[src/rtl/wide_add_sched_pkg.sv]
// Shared definitions for the time-shared wide adder: FSM encodings, chunk width
// and the chunk-index sequencing function.
package wide_add_sched_pkg;

   localparam int CHUNK_W = 16;
   localparam int IDX_W   = 2;

   typedef enum logic [1:0] {
      IDLE = 2'd0,
      CALC = 2'd1,
      DONE = 2'd2
   } state_t;

   // The index is stepped by a lookup, so the shared adder stays the only adder.
   function automatic logic [IDX_W-1:0] chunk_idx_next(input logic [IDX_W-1:0] k);
      case (k)
         2'd0:    return 2'd1;
         2'd1:    return 2'd2;
         2'd2:    return 2'd3;
         default: return 2'd0;
      endcase
   endfunction

endpackage

[src/rtl/wide_add_sched_cla.sv]
// 16-bit two-level carry-lookahead adder: four 4-bit groups with group
// generate/propagate feeding a second lookahead level.
module cla_group_16bits (
   input  logic [15:0] a,
   input  logic [15:0] b,
   input  logic        cin,
   output logic [15:0] sum,
   output logic        cout
);

   logic [15:0] g;
   logic [15:0] p;
   logic [15:0] c;
   logic [3:0]  gg;
   logic [3:0]  gp;
   logic [4:0]  gc;

   assign g = a & b;
   assign p = a ^ b;

   generate
      for (genvar gi = 0; gi < 4; gi++) begin : g_group
         localparam int B = 4 * gi;
         assign gg[gi] = g[B+3]
                       | (p[B+3] & g[B+2])
                       | (p[B+3] & p[B+2] & g[B+1])
                       | (p[B+3] & p[B+2] & p[B+1] & g[B]);
         assign gp[gi] = &p[B +: 4];
         assign c[B]   = gc[gi];
         assign c[B+1] = g[B] | (p[B] & gc[gi]);
         assign c[B+2] = g[B+1] | (p[B+1] & g[B]) | (p[B+1] & p[B] & gc[gi]);
         assign c[B+3] = g[B+2] | (p[B+2] & g[B+1]) | (p[B+2] & p[B+1] & g[B])
                       | (p[B+2] & p[B+1] & p[B] & gc[gi]);
      end
   endgenerate

   // Group carries are fully expanded from cin so no group waits on another.
   assign gc[0] = cin;
   assign gc[1] = gg[0] | (gp[0] & cin);
   assign gc[2] = gg[1] | (gp[1] & gg[0]) | (gp[1] & gp[0] & cin);
   assign gc[3] = gg[2] | (gp[2] & gg[1]) | (gp[2] & gp[1] & gg[0])
                | (gp[2] & gp[1] & gp[0] & cin);
   assign gc[4] = gg[3] | (gp[3] & gg[2]) | (gp[3] & gp[2] & gg[1])
                | (gp[3] & gp[2] & gp[1] & gg[0])
                | (gp[3] & gp[2] & gp[1] & gp[0] & cin);

   assign sum  = p ^ c;
   assign cout = gc[4];

endmodule

[src/rtl/wide_add_sched.sv]
// Two-requester W-bit add/sub sharing one 16-bit CLA, one chunk per cycle, LSB first.
// Define WIDE_ADD_OVF_EN to compute signed overflow; otherwise rsp_ovf is tied 0.
module wide_add_sched
   import wide_add_sched_pkg::*;
#(
   parameter int CHUNKS = 2,
   localparam int W = CHUNK_W * CHUNKS
) (
   input  logic         clk,
   input  logic         rst,
   input  logic         req0_valid,
   output logic         req0_ready,
   input  logic [W-1:0] req0_a,
   input  logic [W-1:0] req0_b,
   input  logic         req0_sub,
   input  logic         req1_valid,
   output logic         req1_ready,
   input  logic [W-1:0] req1_a,
   input  logic [W-1:0] req1_b,
   input  logic         req1_sub,
   output logic         rsp_valid,
   input  logic         rsp_ready,
   output logic [W-1:0] rsp_sum,
   output logic         rsp_co,
   output logic         rsp_id,
   output logic         rsp_ovf
);

   state_t             state_reg;
   state_t             state_next;
   logic [IDX_W-1:0]   k_reg;
   logic [W-1:0]       a_reg;
   logic [W-1:0]       b_reg;
   logic               carry_reg;
   logic               id_reg;
   logic               prio_reg;
   logic               co_reg;

   logic               grant_any;
   logic               grant_id;
   logic               last_chunk;
   logic [W-1:0]       a_sel;
   logic [W-1:0]       b_sel;
   logic               sub_sel;
   logic [CHUNK_W-1:0] op_a;
   logic [CHUNK_W-1:0] op_b;
   logic [CHUNK_W-1:0] chunk_sum;
   logic               chunk_co;

   assign last_chunk = (k_reg == IDX_W'(CHUNKS - 1));

   always_comb begin
      state_next = state_reg;
      grant_any  = 1'b0;
      grant_id   = 1'b0;
      req0_ready = 1'b0;
      req1_ready = 1'b0;
      case (state_reg)
         IDLE: begin
            // Ready is masked while rst is high even though the state is already IDLE.
            if (!rst && (req0_valid || req1_valid)) begin
               grant_any  = 1'b1;
               grant_id   = req0_valid ? (req1_valid ? prio_reg : 1'b0) : 1'b1;
               req0_ready = ~grant_id;
               req1_ready = grant_id;
               state_next = CALC;
            end
         end
         CALC: begin
            if (last_chunk) state_next = DONE;
         end
         DONE: begin
            if (rsp_ready) state_next = IDLE;
         end
         default: state_next = IDLE;
      endcase
   end

   assign a_sel   = grant_id ? req1_a   : req0_a;
   assign b_sel   = grant_id ? req1_b   : req0_b;
   assign sub_sel = grant_id ? req1_sub : req0_sub;

   always_comb begin
      op_a = '0;
      op_b = '0;
      for (int i = 0; i < CHUNKS; i++) begin
         if (k_reg == IDX_W'(i)) begin
            op_a = a_reg[i*CHUNK_W +: CHUNK_W];
            op_b = b_reg[i*CHUNK_W +: CHUNK_W];
         end
      end
   end

   cla_group_16bits u_cla (
      .a    (op_a),
      .b    (op_b),
      .cin  (carry_reg),
      .sum  (chunk_sum),
      .cout (chunk_co)
   );

   always_ff @(posedge clk or posedge rst) begin
      if (rst) begin
         state_reg <= IDLE;
         k_reg     <= '0;
         a_reg     <= '0;
         b_reg     <= '0;
         carry_reg <= 1'b0;
         id_reg    <= 1'b0;
         prio_reg  <= 1'b0;
         co_reg    <= 1'b0;
      end else begin
         state_reg <= state_next;
         case (state_reg)
            IDLE: begin
               if (grant_any) begin
                  // Subtract is A + ~B + 1: the +1 enters as chunk 0's carry-in.
                  a_reg     <= a_sel;
                  b_reg     <= b_sel ^ {W{sub_sel}};
                  carry_reg <= sub_sel;
                  id_reg    <= grant_id;
                  prio_reg  <= ~grant_id;
                  k_reg     <= '0;
               end
            end
            CALC: begin
               carry_reg <= chunk_co;
               k_reg     <= last_chunk ? '0 : chunk_idx_next(k_reg);
               if (last_chunk) co_reg <= chunk_co;
            end
            default: ;
         endcase
      end
   end

   generate
      for (genvar gi = 0; gi < CHUNKS; gi++) begin : g_chunk
         logic [CHUNK_W-1:0] chunk_q;
         always_ff @(posedge clk or posedge rst) begin
            if (rst)
               chunk_q <= '0;
            else if (state_reg == CALC && k_reg == IDX_W'(gi))
               chunk_q <= chunk_sum;
         end
         assign rsp_sum[gi*CHUNK_W +: CHUNK_W] = chunk_q;
      end
   endgenerate

`ifdef WIDE_ADD_OVF_EN
   logic ovf_reg;

   // Carry into the MSB is recovered as a ^ b ^ sum at that bit.
   always_ff @(posedge clk or posedge rst) begin
      if (rst)
         ovf_reg <= 1'b0;
      else if (state_reg == CALC && last_chunk)
         ovf_reg <= op_a[CHUNK_W-1] ^ op_b[CHUNK_W-1] ^ chunk_sum[CHUNK_W-1] ^ chunk_co;
   end

   assign rsp_ovf = ovf_reg;
`else
   assign rsp_ovf = 1'b0;
`endif

   assign rsp_valid = (state_reg == DONE);
   assign rsp_co    = co_reg;
   assign rsp_id    = id_reg;

endmodule
[config.mk]
export PLATFORM = sky130hd
export DESIGN_NAME = wide_add_sched
export DESIGN_NICKNAME = d
export VERILOG_FILES = /design/src/rtl/wide_add_sched_pkg.sv /design/src/rtl/wide_add_sched_cla.sv /design/src/rtl/wide_add_sched.sv
export SDC_FILE = /design/constraint.sdc
export NUM_CORES = 1
export LEC_CHECK = 0
export CAP_MARGIN = 20
export CORE_ASPECT_RATIO = 0.7
export CORE_UTILIZATION = 35
export CTS_CLUSTER_DIAMETER = 150
export CTS_CLUSTER_SIZE = 20
export DETAILED_ROUTE_END_ITERATION = 8
export PLACE_DENSITY = 0.65
export SLEW_MARGIN = 20
export SYNTH_ARGS = -nofsm -noshare
export SYNTH_HDL_FRONTEND = slang
export SYNTH_SLANG_ARGS = --single-unit
[constraint.sdc]
create_clock -name clk -period 4.8 [get_ports clk]
set_input_delay 0.96 -clock clk [delete_from_list [all_inputs] [get_ports clk]]
set_output_delay 0.96 -clock clk [all_outputs]
set_load 0.02 [all_outputs]
# Word-level counts from Yosys, hierarchy flattened
# Cells that the tools add are included.
# word_totals
mem_bits_ro	0
wordCells	183
ff_bits	104
ram_bits	0
latch_bits	0
input_bits	135
mem_count	0
# classes
n_div	0
addsub	0
n_lt_le_gt_ge	0
mul	0
n_bitwise	124
muxes	25
n_shift	0
reduce_logical	16
n_eq_ne	8
# op_table
op	count
1-bit AND	72
16-bit 2-to-1 mux	4
32-bit 2-to-1 mux	2
1-bit bitwise OR	46
16-bit XOR	2
32-bit XOR	1
16-bit AND	1
4-bit AND reduction	4
1-bit 2-to-1 mux	10
2-bit 2-to-1 mux	5
2-bit one-hot mux with 2 select lines	2
2-bit != test (second input constant)	3
2-bit one-hot mux with 3 select lines	1
2-bit AND reduction	3
2-bit by 1-bit == test with 1-bit output (second input constant)	2
2-bit == test (second input constant)	2
2-bit logical NOT	2
1-bit logical AND	3
3-bit AND reduction	1
2-bit by 1-bit != test with 1-bit output (second input constant)	1
1-bit NOT	2
1-bit one-hot mux with 2 select lines	1
2-bit nonzero test	1
1-bit logical NOT	1
1-bit logical OR	1

# Logic depth before layout (Yosys ltp)
# Gate-level depths: netlist of run 1.
# logic_depth
depth_word	15
mapped_depth	12
depth_no_buf	10

# Hierarchy
# Synthesis of run 1 repeated with hierarchy kept, for this count alone.
# hier_totals
hier_cells	577
hier_area_um2	6034.5
# modules_own_cells
mod	cells_each	area_per_inst_um2	n_inst
wide_add_sched	501	5387.7	1
cla_group_16bits	76	646.9	1

# Worst setup path before layout of run 1
# No wires, ideal clock.
# synth_timing
path_type	reg-to-reg
from	register k_reg[0]
to	register g_chunk[0].chunk_q[8]
arrival_time_ps	2854
setup_time_ps	128
setup_slack_ps	1819
stages_incl_launch_ff	12
period_less_slack_ps	2981
n_path_buf	2
required_time_ps	4672
cell_sequence	dfrtp_1 > buf_2 > buf_2 > mux2i_1 > nor2_1 > ha_1 > a211oi_1 > o21ai_1 > a21oi_1 > inv_1 > fa_1 > mux2_1
# synth_via
elab_chain_cells	12
word_cells_on_any_way	33
cone_classes	1 x eq/ne; 4 x mux; 24 x bitwise; 4 x reduce/logical
# synth_rtl
item	line_no	text
start, declared	wide_add_sched.sv:31	logic [IDX_W-1:0] k_reg;
start signal, assigned	wide_add_sched.sv:128	k_reg <= last_chunk ? '0 : chunk_idx_next(k_reg);
2-bit logical NOT	wide_add_sched.sv:87	if (k_reg == IDX_W'(i)) begin
16-bit 2-to-1 mux (2 in a row)	wide_add_sched.sv:87	
16-bit XOR / 16-bit AND (equally long branches)	wide_add_sched_cla.sv:19, wide_add_sched_cla.sv:18	
1-bit AND, on equally long branches	wide_add_sched_cla.sv:25, wide_add_sched_cla.sv:26, wide_add_sched_cla.sv:27	
1-bit bitwise OR (tied with other cells)	wide_add_sched_cla.sv:25	| (p[B+3] & g[B+2])
1-bit bitwise OR / 1-bit AND (equally long branches)	wide_add_sched_cla.sv:26, wide_add_sched_cla.sv:27	
1-bit bitwise OR	wide_add_sched_cla.sv:27	| (p[B+3] & p[B+2] & p[B+1] & g[B]);
1-bit AND	wide_add_sched_cla.sv:40	assign gc[2] = gg[1] | (gp[1] & gg[0]) | (gp[1] & gp[0] & cin);
1-bit bitwise OR (2 in a row)	wide_add_sched_cla.sv:40	
16-bit XOR *	wide_add_sched_cla.sv:47	assign sum = p ^ c;
named net chunk_sum[8]	wide_add_sched.sv:47	logic [CHUNK_W-1:0] chunk_sum;
end signal, assigned	wide_add_sched.sv:143	chunk_q <= chunk_sum;
end, declared	wide_add_sched.sv:138	logic [CHUNK_W-1:0] chunk_q;
# The timed path passes the listed nets; every way through them passes the cells marked *.
# A chain may end at the register's enable or synchronous reset.

# Worst setup path in the final report of run 1
# layout_timing
from	input port rst
to	output port req1_ready
# layout_via
elab_chain_cells	4
# layout_rtl
item	line_no	text
start, declared	wide_add_sched.sv:10	input logic rst,
1-bit logical NOT (no line)	--	
1-bit logical AND	wide_add_sched.sv:61	if (!rst && (req0_valid || req1_valid)) begin
1-bit 2-to-1 mux	wide_add_sched.sv:61	
1-bit 2-to-1 mux	wide_add_sched.sv:58	case (state_reg)
end, declared	wide_add_sched.sv:17	output logic req1_ready,
# Every way passes these cells.

==> run_results.csv, run 1 <==
group,metric,value,unit
layout,nets,876,
synthesis,avgSynthCellArea,9.98,sq um
place,placedCellCount,908,
layout,design_area,7880,sq um
worst_setup_path,critical_path_class,"in2out",
pwr,p_int,3.14,mW
layout,layout-drive-gt1-share,4.42,%
status,status,"finished clean",
place,place_congestion,0.812,
global_route,grt_pass1_wl,23600,um
cts,cts_resized,0,
synthesis,syn_area,5680,sq um
sta,hold_violations,0,
sta,max_freq,0.255,GHz
place,port_buffers,171,
routing,drc,0,
sta,min_period,3.92,ns
pwr,powerDensity,685,nW/um^2
layout,area_growth,38.7,%
sta,finClkSkew,0.00682,ns
layout,diodes,0,
pwr,clkPwrFrac,14.9,%
worst_setup_path,setup.worst_path.start_class,"input pin",
pwr,p_total,5.40,mW
job,maxCapViolations,0,
synthesis,ys_warn_count,0,
pwr,cellLeakagePower,3.48,nW
layout,final_core_util,50.2,%
synthesis,synthesis.instances,569,
synthesis,yosysSeqAreaShare,45.8,%
die,fp.dieH,109,um
sta,worst_slack,0.879,ns
cts,cts_buffers,9,
synthesis,async_flop_share,100,%
global_route,grt_antenna_before_repair,0,
cts,h-tree-depth,3,
pwr,swShare,41.7,%
die,io_pins,173,
synthesis,synth_edf_count,0,
sta,period_share,81.7,%
pwr,power_frac_comb,56.2,%
routing,drt-initial-drc-count,408,
place,dp_hpwl,11600,um
routing,routed_via_density,5.05,
sta,setup_viol,0,
pwr,switching_power,2.25,mW
die,core-area,15700,sq um
cts,clock_path_buffers,2,
synthesis,ys_ff_latch,104,
synthesis,synth-main-ff-cell,"dfrtp_1",
cts,cts_tree,"built",
global_route,track_usage,18.2,%
synthesis,yosysTopAreaCellShare,45.8,%
sta,tightest_slew,0.997,ns
place,dpl_worst_slack,0.878,ns
cts,root_buffer,"clkbuf_16",
die,die_w,154,um
layout,layout.cells.non_filler,924,
cts,ctsHoldBuffers,0,
synthesis,syn-num-nets,724,
routing,vias,4663,
layout,nFillCells,1433,
layout,mostFrequentLayoutCells,"171 x clkdlybuf4s50_1, 103 x dfrtp_1, 64 x mux2i_1",
layout,seqCellArea,2600,sq um
sta,slew_violations,0,
cts,path_clk_slew,0.06,ns
routing,wirelength,14900,um
pwr,vdd.ir_drop.worst,0.000307,V
global_route,grt_max_degree,80,
layout,multi_input_area,2730,sq um
pwr,power_frac_seq,28.9,%
worst_setup_path,arrival,2.96,ns
sta,hold_slack,0.479,ns
synthesis,yosys-top-cells-area,"dfrtp_1 46%, mux2i_1 11%, xnor2_1 6.0%",
place,dpl-instance-area,7520,sq um
cts,clock_sinks,104,
worst_setup_path,critical_path_required,3.84,ns
global_route,grt_pass1_vias,4556,
worst_setup_path,crit_path_end_kind,"output pin",
global_route,grt-ovfl-total,0,
layout,final_common_cell,"clkdlybuf4s50_1",
cts,cts_setup_buffers,0,
sta,fin_setup_tns,0,ns
die,die-area,16800,sq um
sta,maxSlewHeadroom,33.5,%
routing,dr.pass1.iters,7,
cts,clkLatencyLatePin,0.34,ns
synthesis,synth.distinct_cells,39,
routing,drt-wirelength-per-cell,16.1,um
synthesis,synth_top_area_cell,"dfrtp_1",
die,rows,38,
worst_setup_path,critPathMaxFanout,3,
die,start_util,36.2,%
sta,rsz0062_at_grt,"no",
worst_hold_path,hp-class,"reg2reg",
routing,ant_nets,0,
Yosys cell counts (2+ instances only):
cell and number:
fa_1 4, nor2b_1 2, inv_1 41, o21ai_1 56
nand2_1 63, buf_6 4, o31ai_1 2, xor2_1 4
clkbuf_1 22, a222oi_1 32, xnor2_1 39, nand3_1 5
dfrtp_1 104, nor3_1 2, buf_1 3, mux2_1 5
mux2i_1 64, a21oi_1 12, o21ai_0 12, o21a_1 4
and3_1 3, ha_1 16, buf_2 9, buf_4 3
nor2_1 41, nand2b_1 4
worst paths after layout:
path,from,endpoint,slack (ns),depth (start not counted)
worst max register to register,k_reg[0],g_chunk[0].chunk_q[9],1.42,11
worst max-delay path,rst,req1_ready,0.88,4
max in group asynchronous,rst,b_reg[31],2.83,4
worst min-delay path,g_chunk[0].chunk_q[15],g_chunk[0].chunk_q[15],0.48,2
worst min register to register,g_chunk[0].chunk_q[15],g_chunk[0].chunk_q[15],0.48,2
min in group asynchronous,rst,state_reg[1],1.02,2
power groups by stage:
stage                     Clock, mW  Combinational [mW]  Sequential [mW]
after floorplan                   0                1.94             1.65
after global placement            0                2.96             1.56
after detailed placement          0                3.03             1.58
after CTS                     0.817                3.04             1.56
after global routing          0.853                3.36             1.61
final                         0.803                3.03             1.56
layout make-up:
cell class / count / share of cell area [%]
multi-input cells: 383 / 34.7
flip-flops and latches: 104 / 33.0
repair buffers: 182 / 23.0
well taps: 200 / 3.18
clock buffers: 10 / 2.91
inverters: 41 / 1.99
clock inverters: 4 / 1.21
routing by layer:
metal,wire (um),GRT usage (%),up-vias
met5,0,0,-
met4,97,3.25,0
met3,821,3.69,8
met2,6450,27.9,171
met1,7540,26.8,2204
li1,-,-,2280
kinds of logic (layout without fill, tap and decap cells):
family | count (synthesis) | count (layout) | share of synthesized area (%)
muxes | 71 | 71 | 12.9
other | 1 | 1 | 0.0660
DFF | 104 | 104 | 45.8
AOI/OAI and AO/OA | 125 | 125 | 14.5
and+or+nand+nor | 123 | 123 | 8.81
buffers and inverters | 82 | 237 | 6.34
adders and majority gates | 20 | 20 | 4.93
xor gates and xnor gates | 43 | 43 | 6.63
critical path, stage by stage:
cell             delay (ns)
clkdlybuf4s50_1        0.46
nor3_1                 0.51
and3_2                 0.37
clkdlybuf4s50_1        0.66
No activity file was read; power rests on OpenSTA's default activity.
==> inputs of run 2 (changes only) <==
PLACE_DENSITY = 0.67   (was 0.65)
clock period = 3.2 ns   (was 4.8 ns; I/O delays follow)
==> run_results.csv, run 2 (synthesized netlist as in run 1, its figures left out) <==
group,metric,value,unit
job,maxCapViolations,0,
worst_setup_path,critical_path_required,3.38,ns
cts,h-tree-depth,3,
layout,nFillCells,1427,
worst_hold_path,whs_path_depth,2,
worst_setup_path,critPathTopFamily,"adder cells",
die,start_util,36.2,%
layout,seqCellArea,2600,sq um
place,dpl-instance-area,7640,sq um
routing,dr.pass1.iters,9,
layout,multi_input_area,2730,sq um
sta,rsz0062_at_grt,"no",
die,rows,38,
routing,ant_nets,0,
place,dp_hpwl,12100,um
worst_setup_path,crit_path_max_incr_delay,0.45,ns
worst_hold_path,hp-class,"reg2reg",
routing,drt-initial-drc-count,385,
die,core-area,15700,sq um
die,die_w,154,um
worst_setup_path,critical_path_class,"reg2reg",
pwr,vdd.ir_drop.worst,0.000381,V
global_route,grt_max_degree,62,
sta,maxSlewHeadroom,34.0,%
layout,nets,883,
routing,drt-wirelength-per-cell,16.3,um
sta,max_freq,0.335,GHz
global_route,grt_pass1_vias,4598,
global_route,grt-ovfl-total,0,
pwr,cellLeakagePower,3.52,nW
global_route,grt_antenna_before_repair,0,
layout,layout-drive-gt1-share,5.32,%
sta,min_period,2.99,ns
global_route,track_usage,18.5,%
routing,drc,0,
status,status,"finished clean",
layout,diodes,0,
worst_setup_path,arrival,3.17,ns
layout,layout.cells.non_filler,933,
cts,cts_tree,"built",
layout,mostFrequentLayoutCells,"171 x clkdlybuf4s50_1, 103 x dfrtp_1, 64 x mux2i_1",
worst_setup_path,crit_slowest_cell,"dfrtp_2",
die,io_pins,173,
worst_setup_path,crit_path_end_kind,"flip-flop",
place,placedCellCount,913,
place,port_buffers,171,
cts,clock_path_buffers,2,
layout,area_growth,40.7,%
die,fp.dieH,109,um
sta,tightest_slew,0.990,ns
routing,wirelength,15200,um
pwr,powerDensity,1020,nW/um^2
sta,hold_slack,0.486,ns
worst_setup_path,cp.depth,11,
cts,root_buffer,"clkbuf_16",
sta,finClkSkew,0.00820,ns
global_route,grt_pass1_wl,23700,um
sta,slew_violations,0,
worst_setup_path,setup.worst_path.start_class,"flip-flop",
routing,routed_via_density,5.10,
die,die-area,16800,sq um
cts,clock_sinks,104,
sta,hold_violations,0,
sta,setup_viol,0,
worst_setup_path,critPathMaxFanout,6,
worst_setup_path,path_buf_inv,1,
sta,period_share,93.3,%
place,place_congestion,0.902,
sta,fin_setup_tns,0,ns
worst_setup_path,crit_chain,"buf_12 -> mux2i_1 -> nor2_1 -> ha_1 -> a211oi_1 -> nor2_1 -> o21ai_0 -> nand2b_1 -> fa_1 -> xnor2_1 -> o21ai_0",
cts,cts_resized,0,
cts,path_clk_slew,0.07,ns
layout,final_common_cell,"clkdlybuf4s50_1",
worst_setup_path,worstRegToRegCells,11,
cts,cts_buffers,9,
layout,design_area,7990,sq um
cts,clkLatencyLatePin,0.34,ns
routing,vias,4759,
cts,ctsHoldBuffers,0,
[run 2: changes by cell type in the layout (fill, tap and decap cells not counted), sizes merged]
cell      delta
clkinvlp     +2
bufinv       -2
inv          -1
buf          +7
clkinv       +1
clkbuf       +2
[run 2: routing by layer]
metal | global-route usage [%] | wire (um) | up-vias | share of wire [%]
li1 | - | - | 2304 | -
met1 | 26.8 | 7460 | 2222 | 49
met2 | 27.3 | 6430 | 211 | 42
met3 | 4.33 | 1020 | 22 | 6.7
met4 | 5.73 | 323 | 0 | 2.1
met5 | 0 | 0 | - | 0
[run 2: worst paths after layout]
check                                        end  slack, ns  startpoint
max                        g_chunk[1].chunk_q[5]       0.21    k_reg[0]
min                                    b_reg[15]       0.49   b_reg[15]
max reg2reg                g_chunk[1].chunk_q[5]       0.21    k_reg[0]
min reg2reg                            b_reg[15]       0.49   b_reg[15]
max in group asynchronous  g_chunk[0].chunk_q[2]       1.75         rst
min in group asynchronous              b_reg[11]       0.82         rst
[run 2: worst reg2reg max path: stages, from the launching register on]
cell and delay (ns):
dfrtp_2 0.45, buf_12 0.15, mux2i_1 0.11, nor2_1 0.21, ha_1 0.29, a211oi_1 0.37, nor2_1 0.12, o21ai_0 0.17
nand2b_1 0.11, fa_1 0.45, xnor2_1 0.29, o21ai_0 0.12
[run 2: repair_timing]
action,in CTS,in global routing
endpoints found under the hold margin,0,0
buffers inserted,0,3
setup endpoints to repair,0,6
[run 2: where the power goes]
part | internal, mW | leakage, nW | switching, mW
combinational | 2.11 | 2.10 | 2.60
clock | 0.610 | 0.137 | 0.467
sequential | 1.95 | 1.29 | 0.422
[run 2: per-stage QoR]
step                      power, mW  utilization [%]  setup slack, ns
after CTS                      8.15             50.5            0.139
after detailed placement       7.05             48.7            0.158
after global routing           8.78             50.9          0.00846
after global placement         6.87             48.7            0.247
after floorplan                5.39                -            0.219
final                          8.16             50.9            0.213
[run 2: layout make-up]
cell class | instances | area share (%)
multi-input combinational | 383 | 34.2
timing repair buffer | 189 | 24.5
inverter | 41 | 1.97
tap | 200 | 3.13
clock inverter | 4 | 0.689
sequential | 104 | 32.6
clock buffer | 12 | 2.96
